--- src/rtl/scoreboard.sv ---
// Register scoreboard: per-register in-flight writer counters block issue on RAW and counter-saturation hazards.
// A RUN/STALL/DRAIN FSM drives stop/bubble; a flush drains until every counter reads zero.
module scoreboard #(
  parameter int NREG  = 32,
  parameter int CNT_W = 2
) (
  input  logic                    clk,
  input  logic                    reset,
  input  logic                    issue_valid,
  input  logic [$clog2(NREG)-1:0] rs1,
  input  logic [$clog2(NREG)-1:0] rs2,
  input  logic                    rs1_used,
  input  logic                    rs2_used,
  input  logic [$clog2(NREG)-1:0] rd,
  input  logic                    rd_wen,
  input  logic                    wb_valid,
  input  logic [$clog2(NREG)-1:0] wb_rd,
  input  logic                    flush,
  output logic                    issue_ready,
  output logic                    stop,
  output logic                    bubble,
  output logic [NREG-1:0]         busy_mask,
  output logic [1:0]              state,
  output logic [31:0]             stall_cnt,
  output logic                    err
);
  typedef enum logic [1:0] {RUN = 2'd0, STALL = 2'd1, DRAIN = 2'd2} state_t;
  localparam logic [CNT_W-1:0] CNT_MAX = '1;

  state_t           cur, nxt;
  logic [CNT_W-1:0] cnt [NREG];
  logic             hazard, do_inc, err_set;
  logic [NREG-1:0]  inc_sel, wb_sel;

  always_comb begin
    busy_mask = '0;
    for (int i = 1; i < NREG; i++) busy_mask[i] = (cnt[i] != '0);
  end

  // Hazard looks at registered counters only; a writeback frees its register one cycle later.
  assign hazard = (rs1_used && rs1 != '0 && cnt[rs1] != '0)
               || (rs2_used && rs2 != '0 && cnt[rs2] != '0)
               || (rd_wen   && rd  != '0 && cnt[rd]  == CNT_MAX);

  assign issue_ready = !reset && issue_valid && !hazard && !flush && cur != DRAIN;
  assign stop        = !reset && ((issue_valid && !issue_ready) || cur == DRAIN || flush);
  assign bubble      = stop;
  assign state       = cur;

  assign do_inc  = issue_ready && rd_wen && rd != '0;
  assign inc_sel = do_inc ? (NREG'(1) << rd) : '0;
  assign wb_sel  = (wb_valid && wb_rd != '0) ? (NREG'(1) << wb_rd) : '0;
  // A writeback landing on a register being issued this same edge cancels out rather than erroring.
  assign err_set = wb_valid && wb_rd != '0 && cnt[wb_rd] == '0 && !inc_sel[wb_rd];

  always_ff @(posedge clk or posedge reset) begin
    if (reset) begin
      for (int i = 0; i < NREG; i++) cnt[i] <= '0;
    end else begin
      for (int i = 1; i < NREG; i++) begin
        if (inc_sel[i] && !wb_sel[i])
          cnt[i] <= cnt[i] + 1'b1;
        else if (wb_sel[i] && !inc_sel[i] && cnt[i] != '0)
          cnt[i] <= cnt[i] - 1'b1;
      end
    end
  end

  always_comb begin
    nxt = cur;
    case (cur)
      RUN:     if (flush) nxt = DRAIN; else if (issue_valid && hazard) nxt = STALL;
      STALL:   if (flush) nxt = DRAIN; else if (!issue_valid || !hazard) nxt = RUN;
      DRAIN:   if (!flush && busy_mask == '0) nxt = RUN;
      default: nxt = RUN;
    endcase
  end

  always_ff @(posedge clk or posedge reset) begin
    if (reset) begin
      cur       <= RUN;
      stall_cnt <= '0;
      err       <= 1'b0;
    end else begin
      cur <= nxt;
      if (stop && stall_cnt != '1) stall_cnt <= stall_cnt + 1'b1;
      if (err_set) err <= 1'b1;
    end
  end
endmodule

--- config.mk ---
export PLATFORM = sky130hd
export DESIGN_NAME = scoreboard
export DESIGN_NICKNAME = d
export VERILOG_FILES = /design/src/rtl/scoreboard.sv
export SDC_FILE = /design/constraint.sdc
export NUM_CORES = 1
export LEC_CHECK = 0
export ABC_AREA = 1
export ABC_CLOCK_PERIOD_IN_PS = 3300
export BUFFER_PORTS_ARGS = -buffer_cell sky130_fd_sc_hd__buf_2
export CORE_MARGIN = 3
export CORE_UTILIZATION = 53
export DETAILED_ROUTE_END_ITERATION = 10
export GPL_TIMING_DRIVEN = 0
export PLACE_DENSITY = 0.74
export SLEW_MARGIN = 25
export SYNTH_ARGS = -nofsm -noshare
export SYNTH_HDL_FRONTEND = slang
export SYNTH_SLANG_ARGS = --single-unit
--- constraint.sdc ---
create_clock -name clk -period 3.3 [get_ports clk]
set_clock_uncertainty 0.15 [all_clocks]
set_input_delay 0.165 -clock clk [delete_from_list [all_inputs] [get_ports clk]]
set_output_delay 0.165 -clock clk [all_outputs]
set_load 0.005 [all_outputs]
==> metrics <==
status=finished clean; CP Max Fanout=10; die footprint=about 16,000 um^2; Setup crit end kind=flop; critical path data required time=3.40 ns; Final Worst Setup Slack=0.103 ns; Slew @ Worst Pin=0.886 ns; TritonCTS clock tree=yes; initial antenna violation count=1; Distinct cells, synth=48; layout cells sized above 1=0.148; clk_lat worst skew=0.37 ns; post-layout util=0.642; IO Port Bufs=91; top-level port count=98; Post CTS Setup Buffer Count=0; Seq cells post-synth=97; syn_nets=1,184; Initial Util=0.556; Seq/Total Area, Yosys=0.322; first-pass GRT wire length=43,900 um; Syn Inst Count=1,155; WL final=approximately 29,000 um; Clk pin slew, worst setup/hold paths=0.08 ns; row count=42; fin crit period=3.20 ns; crit path cell chain=nor2_2, nand2_1, nand3_1, nand3_1, nand3_1, nand3_1, nand3_1, nand4_4, nor2_4, inv_4, nor2_8, inv_2, buf_6, o21ai_1, o21ai_1, xor2_1; crit path kind=reg -> reg; fin cells=1,442; design area=8710 um^2; final hold vios=0; post-DR vias/cell=5.78; crit path launch type=flop; die width=125 um; setup slack at placement=-0.0551 ns; count of final setup violators=0; setup TNS=0 ns; All-Layer GR Usage=0.359; mean area per synthesized cell=between 6 and 7 um^2; initial drt markers=975; Post-Synthesis Cell Area=about 7500 um^2; area growth from synthesis to layout=15.5%; fmax=313 MHz; Slew headroom=0.404; most common flop cell mapped by yosys=dfrtp_1; CP max-delay cell=dfrtp_1; met3 routed WL=3020 um; unrepaired setup endpoints after global routing=true; Max VDD drop=0.331 mV; Tcrit/Tclk final=0.969; number of synthesized flops with an enable pin=0; Core Region=13,600 um^2; wire per inst=19.8 um; First-pass DRT Iterations=6; metal2 WL=between 10,000 and 15,000 um; CTS Buffer Depth=2; Antenna Cells=0; DRT met1 WL=approximately 12,000 um; MaxCap Viol Count=0; drt drc=0; Post-DP HPWL=about 22,000 um; Static Leakage=0.00457 uW; via count=roughly 8,300; async set-reset flop share out of synthesis=1.00; Min-Delay Path Class=in -> reg; Cell Area, Placed=around 8300 um^2; largest net degree at the start of global routing=29; CP Buf/Inv Count=3; Crit path arrival time=3.29 ns; Die Y-Extent=125 um; CTS HTree Levels=3; Placed Cells=1,425; # nets final=1,290; Detail Route Antenna Nets=0; largest stage delay on the critical path=0.45 ns; clock sinks=just under 100; PwrDens=416 nW/um^2; top sig layer=met4; Final Wtd Congestion=1.04; Worst path top cell family by delay=simple AND/OR/NAND/NOR gates; clock root buffer=clkbuf_16; CTS buffer count=9; Slew Limit Fails=0; Critical Path Most Common Cell=nand3_1; Ys Warns=2; vias in the first global route=7,846; global route overflow=0
## flip-flops by register name, summed over array words and instances (netlist names)
| signal | flops |
|---|---|
| stall_cnt | 32 |
| state | 2 |
| err | 1 |
| cnt | 62 |
## power breakdown
part,total [uW],internal (uW),switching (uW)
logic,971,325,646
clock network,1140,606,538
registers,1510,1320,190
## through the flow
stage / hold WS (ns) / total power [uW]
finish: 0.0101 / 3620
global route: 0.0357 / 3780
CTS: 0.00606 / 3550
global placement: 0.298 / 2390
floorplan: 0.178 / 2020
detailed placement: 0.149 / 2410
## cells in the mapped netlist (2+ instances only)
library cell,number,share of area
o21bai_1,4,0.0040
a2bb2oi_1,2,0.0023
dfrtp_1,97,0.32
nor3_1,30,0.020
buf_2,7,0.0046
nor2_4,2,0.0030
xnor2_1,10,0.012
or2_2,2,0.0017
clkinv_1,5,0.0025
o211ai_1,9,0.0090
inv_1,142,0.071
nor2_2,7,0.0058
a21oi_1,23,0.015
nand3_1,114,0.076
o2111ai_1,5,0.0058
o21ai_0,50,0.033
a22oi_1,4,0.0040
o21ai_1,28,0.019
nor4_1,15,0.012
xor2_1,51,0.059
inv_2,11,0.0055
or2_1,6,0.0050
nor2_1,135,0.067
o221ai_1,3,0.0035
buf_6,7,0.010
a31oi_1,2,0.0017
nand4_1,22,0.018
clkbuf_1,18,0.0090
nand3b_1,10,0.010
nand2_1,305,0.15
nor3_2,3,0.0040
buf_4,7,0.0070
inv_4,2,0.0017
nor2_8,2,0.0053
o22ai_1,2,0.0017
## cell usage in the layout, fill, tap and decap left out, types with 14 or more instances in the layout
master / count
nor3_1: 30
dfrtp_1: 97
nor2_2: 15
nand3_1: 113
nand4_1: 22
nor4_1: 14
buf_2: 98
o21ai_0: 50
a21oi_1: 23
clkbuf_1: 17
nor2_1: 121
o21ai_1: 28
inv_1: 141
xor2_1: 51
nand2_1: 304
## cell families (layout without fill, tap and decap cells)
group                    count (synthesis)  count (layout)  share of synthesized area
flip-flops                              97              97                      0.322
AND/OR/NAND/NOR                        660             660                      0.390
other                                    1               1                   0.000497
buffers and inverters                  199             310                      0.111
adder cells (fa/ha/maj)                  1               1                    0.00166
XOR/XNOR                                61              61                     0.0708
AO/OA/AOI/OAI                          136             136                      0.104
## final timing paths
kind	startpoint	endpoint	slack, ns	cells past startpoint
hold reg to reg	err$_DFFE_PP0P_	err$_DFFE_PP0P_	0.33	2
setup reg to reg	cnt[38]$_DFFE_PP0P_	cnt[20]$_DFFE_PP0P_	0.10	16
min in group asynchronous	reset	stall_cnt[24]$_DFFE_PP0P_	0.34	3
max in group asynchronous	reset	cnt[8]$_DFFE_PP0P_	1.94	5
setup / recovery	cnt[38]$_DFFE_PP0P_	cnt[20]$_DFFE_PP0P_	0.10	16
hold / removal	issue_valid	state[0]$_DFFE_PP0P_	0.01	5
## area by class of cell
class                   instances  area, um^2
fillers                      1292        4850
inverters                     160         609
flip-flops and latches         97        2430
repair buffers                 96         543
plain buffers                  38         234
well taps                     176         220
clock inverters                 7        88.8
multi-input cells             859        4360
clock buffers                   9         225
## timing repair
item	in CTS	in global routing
resized for setup	3	21
setup endpoints to repair	4	42
hold buffers	2	0
pin swaps	0	2
endpoints found under the hold margin	26	0
## worst reg2reg max path, stage by stage, from the launching register on
cell and delay (ns):
dfrtp_1 0.45, nor2_2 0.40, nand2_1 0.10, nand3_1 0.10, nand3_1 0.08, nand3_1 0.08
nand3_1 0.07, nand3_1 0.19, nand4_4 0.16, nor2_4 0.25, inv_4 0.10, nor2_8 0.15
inv_2 0.06, buf_6 0.15, o21ai_1 0.31, o21ai_1 0.12, xor2_1 0.16
## metal layers
metal,vias to the layer above,GRT usage
met5,-,0
met4,0,0.150
met3,72,0.102
met2,450,0.551
met1,3875,0.477
li1,3942,-
Power figures use the tool's default switching activity.
